===== src/rtl/reg_file_wb.sv =====
// reg_file_wb: 32 x 32-bit register file with write-back bypass and a
// load scoreboard (busy vector + pending count) that raises a stall when a
// read operand is waiting on an outstanding load.
//
// Ports:
//   clk       - single clock, all state updates on its rising edge
//   rstn      - asynchronous active-low reset
//   RFWr      - write-back enable
//   A3        - write-back destination register
//   WD        - write-back data
//   WDSel     - write-back source tag (00 ALU, 01 load, 10 PC+4, 11 PC+off)
//   A1, A2    - read addresses
//   RD1, RD2  - combinational read data (with same-cycle write bypass)
//   ld_issue  - a load targeting ld_rd issues this cycle
//   ld_rd     - destination register of the issuing load
//   stall     - a read operand is waiting on an outstanding load
//   pend_cnt  - number of registers currently marked load-pending
module reg_file_wb (
    input  logic        clk,
    input  logic        rstn,
    input  logic        RFWr,
    input  logic [4:0]  A3,
    input  logic [31:0] WD,
    input  logic [1:0]  WDSel,
    input  logic [4:0]  A1,
    input  logic [4:0]  A2,
    output logic [31:0] RD1,
    output logic [31:0] RD2,
    input  logic        ld_issue,
    input  logic [4:0]  ld_rd,
    output logic        stall,
    output logic [5:0]  pend_cnt
);

    logic [31:0] r_regs [32];
    logic [31:0] r_busy;
    logic [5:0]  r_pend_cnt;

    logic        w_wr;
    logic        w_ld_wb;
    logic        w_set;
    logic        w_inc;
    logic        w_dec;
    logic [31:0] w_busy_nxt;
    logic        w_stall1;
    logic        w_stall2;

    assign w_wr    = RFWr && (A3 != 5'd0);
    assign w_ld_wb = w_wr && (WDSel == 2'b01);
    assign w_set   = ld_issue && (ld_rd != 5'd0);

    // Counter tracks popcount(busy) incrementally: a set only counts when
    // the bit was clear, a clear only counts when the bit was set and is
    // not simultaneously being re-set (set wins on the same register).
    assign w_inc = w_set && !r_busy[ld_rd];
    assign w_dec = w_ld_wb && r_busy[A3] && !(w_set && (ld_rd == A3));

    always_comb begin
        w_busy_nxt = r_busy;
        if (w_ld_wb) begin
            w_busy_nxt[A3] = 1'b0;
        end
        if (w_set) begin
            w_busy_nxt[ld_rd] = 1'b1;
        end
        w_busy_nxt[0] = 1'b0;
    end

    always_ff @(posedge clk or negedge rstn) begin
        if (!rstn) begin
            for (int unsigned i = 0; i < 32; i++) begin
                r_regs[i] <= '0;
            end
        end else if (w_wr) begin
            r_regs[A3] <= WD;
        end
    end

    always_ff @(posedge clk or negedge rstn) begin
        if (!rstn) begin
            r_busy     <= '0;
            r_pend_cnt <= '0;
        end else begin
            r_busy     <= w_busy_nxt;
            r_pend_cnt <= r_pend_cnt + {5'd0, w_inc} - {5'd0, w_dec};
        end
    end

    // Register 0 is forced to zero after the bypass so it also wins over it.
    always_comb begin
        RD1 = r_regs[A1];
        if (w_wr && (A1 == A3)) begin
            RD1 = WD;
        end
        if (A1 == 5'd0) begin
            RD1 = '0;
        end
    end

    always_comb begin
        RD2 = r_regs[A2];
        if (w_wr && (A2 == A3)) begin
            RD2 = WD;
        end
        if (A2 == 5'd0) begin
            RD2 = '0;
        end
    end

    // Only a same-cycle load write-back releases a port from the stall;
    // a non-load write to a busy register still stalls.
    assign w_stall1 = (A1 != 5'd0) && r_busy[A1] && !(w_ld_wb && (A1 == A3));
    assign w_stall2 = (A2 != 5'd0) && r_busy[A2] && !(w_ld_wb && (A2 == A3));
    assign stall    = w_stall1 || w_stall2;
    assign pend_cnt = r_pend_cnt;

endmodule

===== config.mk =====
export PLATFORM = sky130hd
export DESIGN_NAME = reg_file_wb
export DESIGN_NICKNAME = d
export VERILOG_FILES = /design/src/rtl/reg_file_wb.sv
export SDC_FILE = /design/constraint.sdc
export NUM_CORES = 2
export LEC_CHECK = 0
export ABC_AREA = 1
export BUFFER_PORTS_ARGS = -buffer_cell sky130_fd_sc_hd__buf_4
export CAP_MARGIN = 0
export CELL_PAD_IN_SITES_DETAIL_PLACEMENT = 1
export CELL_PAD_IN_SITES_GLOBAL_PLACEMENT = 2
export CORE_AREA = 2 2 423 425
export DETAILED_ROUTE_END_ITERATION = 12
export DIE_AREA = 0 0 425 427
export GPL_ROUTABILITY_DRIVEN = 0
export HOLD_SLACK_MARGIN = 0.06
export PLACE_DENSITY = 0.82
export SLEW_MARGIN = 30
export SYNTH_ARGS = -nofsm -noshare
export SYNTH_HDL_FRONTEND = slang
export SYNTH_SLANG_ARGS = --single-unit

===== constraint.sdc =====
create_clock -name clk -period 3.1 [get_ports clk]
set_input_delay 0.62 -clock clk [delete_from_list [all_inputs] [get_ports clk]]
set_output_delay 0.62 -clock clk [all_outputs]
set_load 0.01 [all_outputs]

# --- Word-level counts from Yosys, hierarchy flattened ---
# Cells that the tools add are included.
word_totals:
  register_bits: 1061
  latch_bits: 0
  mem_bits_rw: 0
  mem_bits_ro: 0
  elab_cells: 112
  memories: 0
op_classes:
  addsub: 2
  mul: 0
  div: 0
  magnitude_cmp: 10
  n_eq_ne: 4
  n_shift: 0
  mux: 27
  n_bitwise: 6
  n_reduce_logical: 29
op_table:
  columns: ["op", "count"]
  rows:
  - ["1024-bit bitwise mux", 1]
  - ["32-bit two-way mux", 11]
  - ["32-bit binary-select mux with 5-bit select", 2]
  - ["32-bit demux with 5-bit select", 1]
  - ["32-bit bitwise AND", 1]
  - ["32-bit inverter", 1]
  - ["32-bit OR", 1]
  - ["5-bit by 6-bit less-than comparator with 1-bit output, second input constant", 4]
  - ["1-bit binary-select mux with 5-bit select", 4]
  - ["5-bit nonzero test", 4]
  - ["6-bit >= comparator, second input constant", 3]
  - ["1-bit logical AND", 18]
  - ["5-bit inverter with 6-bit output", 3]
  - ["5-bit == test", 3]
  - ["1-bit demux with 5-bit select", 2]
  - ["5-bit by 1-bit >= comparator with 1-bit output, second input constant", 2]
  - ["5-bit logical NOT", 2]
  - ["6-bit by 1-bit adder with 6-bit output", 1]
  - ["6-bit by 1-bit less-than comparator with 1-bit output, second input constant", 1]
  - ["1-bit two-way mux", 6]
  - ["6-bit by 1-bit subtractor with 6-bit output", 1]
  - ["1-bit logical NOT", 4]
  - ["2-bit by 1-bit == test with 1-bit output, second input constant", 1]
  - ["1-bit logical OR", 1]

# --- Longest topological paths before layout ---
depth:
  depth_word: 9
  ltp_mapped: 20
  depth_no_buf: 18

# --- Least setup slack after synthesis ---
# No wires, ideal clock.
synth_timing:
  kind: "input -> register"
  from: "input port A3[0]"
  to: "register r_pend_cnt[4], in the netlist pend_cnt[4]"
  setup_ns: 0.135
  arrival_ns: 3.015
  required_time_ns: 2.965
  slack_ns: -0.050
  cell_stages: 19
  cell_sequence: "buf_2 -> nor2_2 -> nand2_1 -> nand2_1 -> inv_2 -> buf_6 -> nand2_4 -> inv_2 -> buf_2 -> o21ai_0 -> a21oi_1 -> ha_1 -> inv_1 -> ha_1 -> inv_1 -> fa_1 -> nor2_1 -> a211oi_1 -> xor2_1"
synth_between:
  elab_chain_cells: 6
  elab_cells_between_ends: 11
  classes_between: "add/sub: 1; eq/ne: 1; mux: 2; reduce/logical: 7"
synth_rtl:
  columns: ["item", "line", "text"]
  rows:
  - ["from (decl)", "22", "input logic [4:0] A3,"]
  - ["parallel branches: the longest is 4 deep, another holds 1-bit binary-select mux with 5-bit select", null, null]
  - ["1-bit logical AND *", "56", "assign w_dec = w_ld_wb && r_busy[A3] && !(w_set && (ld_rd == A3));"]
  - ["6-bit by 1-bit subtractor with 6-bit output *", "85", "r_pend_cnt <= r_pend_cnt + {5'd0, w_inc} - {5'd0, w_dec};"]
  - ["to (signal assigned)", "85", null]
  - ["to (decl)", "37", "logic [5:0] r_pend_cnt;"]
# Mark *: on every way between the ends. The select of a mux whose other input is x is not followed.
# A chain may end at the register's enable or synchronous reset.

# --- Worst setup path in the final report ---
layout_timing:
  from: "input port A3[1]"
  to: "output port stall"
layout_between:
  elab_chain_cells: 7
  elab_cells_between_ends: 12
  classes_between: "eq/ne: 2; reduce/logical: 10"
layout_rtl:
  columns: ["item", "line", "text"]
  rows:
  - ["5-bit nonzero test", "48", "assign w_wr = RFWr && (A3 != 5'd0);"]
  - ["1-bit logical AND", "48", null]
  - ["1-bit logical AND", "49", "assign w_ld_wb = w_wr && (WDSel == 2'b01);"]
  - ["1-bit logical AND (on tied branches)", "112, 113", null]
  - ["1-bit logical NOT (on tied branches)", "112, 113", null]
  - ["1-bit logical AND (on tied branches)", "112, 113", null]
  - ["1-bit logical OR *", "114", "assign stall = w_stall1 || w_stall2;"]
  - ["to (decl)", "31", "output logic stall,"]
# Every way passes the cells marked *; elsewhere a longest branch is shown, timed or not.

==> results.yml <==
routing:
  vias: 66512
  drt_iter0_drc: 6716
  viasPerCell: 5.65
  drt-total-wl_um: 296000
  wl_per_cell_um: 25.2
  drcViolationCount: 0
  drt_first_pass_iters: 6
  postRouteAntennaNets: 0
sta:
  fin_crit_sh: 0.997
  clock_skew_ns: 0.0299
  hold_viol_final: 0
  setup_viol: 0
  period_minus_slack_ns: 3.09
  worst_slew_pin_slew_ns: 0.968
  drv_slew: 0
  rsz0062_at_grt: "yes"
  relSlewSlack: 0.354
  fmax_ghz: 0.324
die:
  core_um2: 177000
  start_util: 0.357
  die_w_um: 425
  dieArea_um2: 181000
  rows: 155
  io_pins: 129
  die_h_um: 427
grt:
  overflow: 0
  grt_pass1_wl_um: 440000
  grt_usage: 0.320
  antenna_found_initial: 6
  grt_max_degree: 120
  grt_pass1_vias: 67604
clock_network:
  cts_tree: "done"
  numCtsBuffers: 130
  clock_latency_ns: 0.80
  cts-root-buf: "clkbuf_16"
  cts_num_sinks: 1061
  cts_buffer_depth: 3
  cts.clk_slew.worst_paths_ns: 0.05
  htreeDepth: 4
logic_synthesis:
  yosys.cell_types.count: 41
  synthAdderAreaFrac: 0.00150
  postSynthCellCount: 9343
  synth_fp_nets: 9408
  synthSimpleGateAreaFrac: 0.334
  synth_mux_area_frac: 0
  synth-compound-area-share: 0.126
  synth_top_family_by_area: "simple AND/OR/NAND/NOR gates"
  ys_seq_area_frac: 0.419
  yosysWarnings: 0
  syn_area_um2: 63300
  yosys_register_bits: 1061
  synth_xor_xnor_area_share: 0.00166
  syn_avg_cell_area_um2: 6.78
setup_path:
  crit_slowest_cell: "a21boi_0"
  cp.required_ns: 2.48
  cpMostUsedCell: "buf_4"
  endpoint_kind: "output pin"
  r2r_start: "r_busy[16]"
  start_kind: "primary input"
  path_cells: "buf_4, buf_4, nor2_4, nand2_1, nand2_1, clkinv_2, nand2_4, inv_2, buf_4, a21boi_0, nand3_1, nand2_1, buf_4"
  path_max_fanout: 16
  cp_data_arrival_time_ns: 2.47
  rr_worst_depth: 14
  cp_slowest_stage_delay_ns: 0.39
  critPathLaunch: "A3[1]"
  crit_type: "primary input to output pin"
placed_design:
  dpl_cell_area_um2: 69900
  numPortBuffers: 128
  hpwl_um: 181000
  dp_cells: 11526
pwr:
  p_int_mw: 29.5
  p_sw_mw: 15.1
  p_comb_frac: 0.243
  p_leak_nw: 36.9
  p_sw_frac: 0.338
  p_clk_frac: 0.353
  cellPowerDensity_nw_per_um2: 597
  p_seq_frac: 0.404
  ir_worst_vdd_mv: 0.444
cells_and_area:
  fin_cells: 11769
  stdcell_area_um2: 74700
  area_growth_pct: 17.9
  fin_util: 0.421
  fillers: 22305
  final_nets: 9381
  drive_gt1_frac: 0.104
hold_path:
  min_path_type: "primary input to flop"
  min_from: "ld_issue"
  hold_depth: 3
run_status:
  status: "finished, final reports clean"
run:
  drv_cap: 0
## layout make-up
type / count / area (um^2) / share of cell area
timing repair buffer: 639 / 7410 / 0.0992
clock buffer: 185 / 3810 / 0.0510
antenna: 3 / 7.51 / 0.000100
multi-input combinational: 6474 / 29700 / 0.397
clock inverter: 42 / 443 / 0.00593
sequential: 1061 / 26600 / 0.355
inverter: 1010 / 3860 / 0.0517
tap: 2355 / 2950 / 0.0394
## per-layer routing
metal	share of wire	global-route usage
met1	0.44	0.434
met2	0.45	0.512
met3	0.068	0.0421
met4	0.045	0.139
met5	0	0
## registers in the layout (all words and copies together) (netlist names)
signal    count
pend_cnt      6
r_busy       31
r_regs     1024
## cells in the mapped netlist (all sizes together)
cell,instances,area share
nand2,3049,0.18
nand3,1604,0.13
o21ai,1180,0.093
dfrtp,1061,0.42
inv,1007,0.060
clkbuf,406,0.024
buf,392,0.033
nor2,230,0.014
o211ai,188,0.022
a21oi,105,0.0083
or2,34,0.0034
nor3,31,0.0038
o22ai,15,0.0015
nand4,13,0.0020
xnor2,8,0.0011
ha,6,0.0012
xor2,4,0.00055
clkinv,3,0.00018
o32ai,2,0.00028
a211oi,1,0.00012
a21boi,1,0.00012
fa,1,0.00032
o221ai,1,0.00014
o31ai,1,0.00012
## critical path, delay by kind of cell
kind / cells / cell delay, ns
buffers and inverters: 6 / 0.76
AND/OR/NAND/NOR: 6 / 0.69
AO/OA/AOI/OAI: 1 / 0.39
## stage by stage
step / TNS [ns] / total power [mW] / setup slack, ns / hold WS, ns
after CTS: 0 / 44.6 / 0.0000970 / 0.156
after detailed placement: -0.409 / 28.8 / -0.130 / 0.367
after floorplan: 0 / 24.5 / 0.00998 / 0.324
after global routing: -0.256 / 47.0 / -0.0630 / 0.202
final: 0 / 44.6 / 0.0105 / 0.214
after global placement: -0.256 / 28.2 / -0.152 / 0.365
## power by group through the flow
| stage | Sequential (mW) | Clock (mW) | Combinational [mW] |
|---|---|---|---|
| 2_1_floorplan | 17.7 | 0 | 6.78 |
| 3_3_place_gp | 18.1 | 0 | 10.2 |
| 3_5_place_dp | 18.2 | 0 | 10.6 |
| 4_1_cts | 18.0 | 16.0 | 10.7 |
| 5_1_grt | 18.3 | 16.5 | 12.2 |
| 6_report | 18.0 | 15.7 | 10.8 |
## logic make-up after synthesis
group	after synthesis
simple gates	4961
buf+inv	1808
compound gates	1494
flops	1061
fa+ha+maj	7
xor+xnor	12
## cells in the final DEF, fill, tap and decap left out, drive strengths merged
master,count
nand2,3049
nand3,1604
o21ai,1180
dfrtp,1061
inv,1004
buf,629
nor2,230
clkbuf,194
o211ai,188
a21oi,105
or2,34
clkinv,33
nor3,31
o22ai,15
nand4,13
xnor2,8
bufinv,8
clkinvlp,7
ha,6
xor2,4
diode,3
o32ai,2
o221ai,1
a211oi,1
o31ai,1
a21boi,1
fa,1
dlygate4sd3,1
## path summary, 6_finish.rpt
check | end | slack (ns)
worst max register to register | pend_cnt[4] | 0.35
worst min register to register | r_regs[1005] | 0.38
max in group asynchronous | r_regs[299] | 1.64
worst max-delay path | stall | 0.01
worst min-delay path | r_busy[1] | 0.21
min in group asynchronous | r_regs[482] | 0.36
## timing repair
item | 4_1_cts | 5_1_grt
endpoints found under the hold margin | 33 | 0
endpoints found under the setup margin | 22 | 50
setup buffers | 0 | 4
hold buffers | 1 | 0
gates cloned | 0 | 8
gates resized for setup | 12 | 48
pin swaps | 0 | 3
Note: power is estimated with default switching activity, not from simulation.
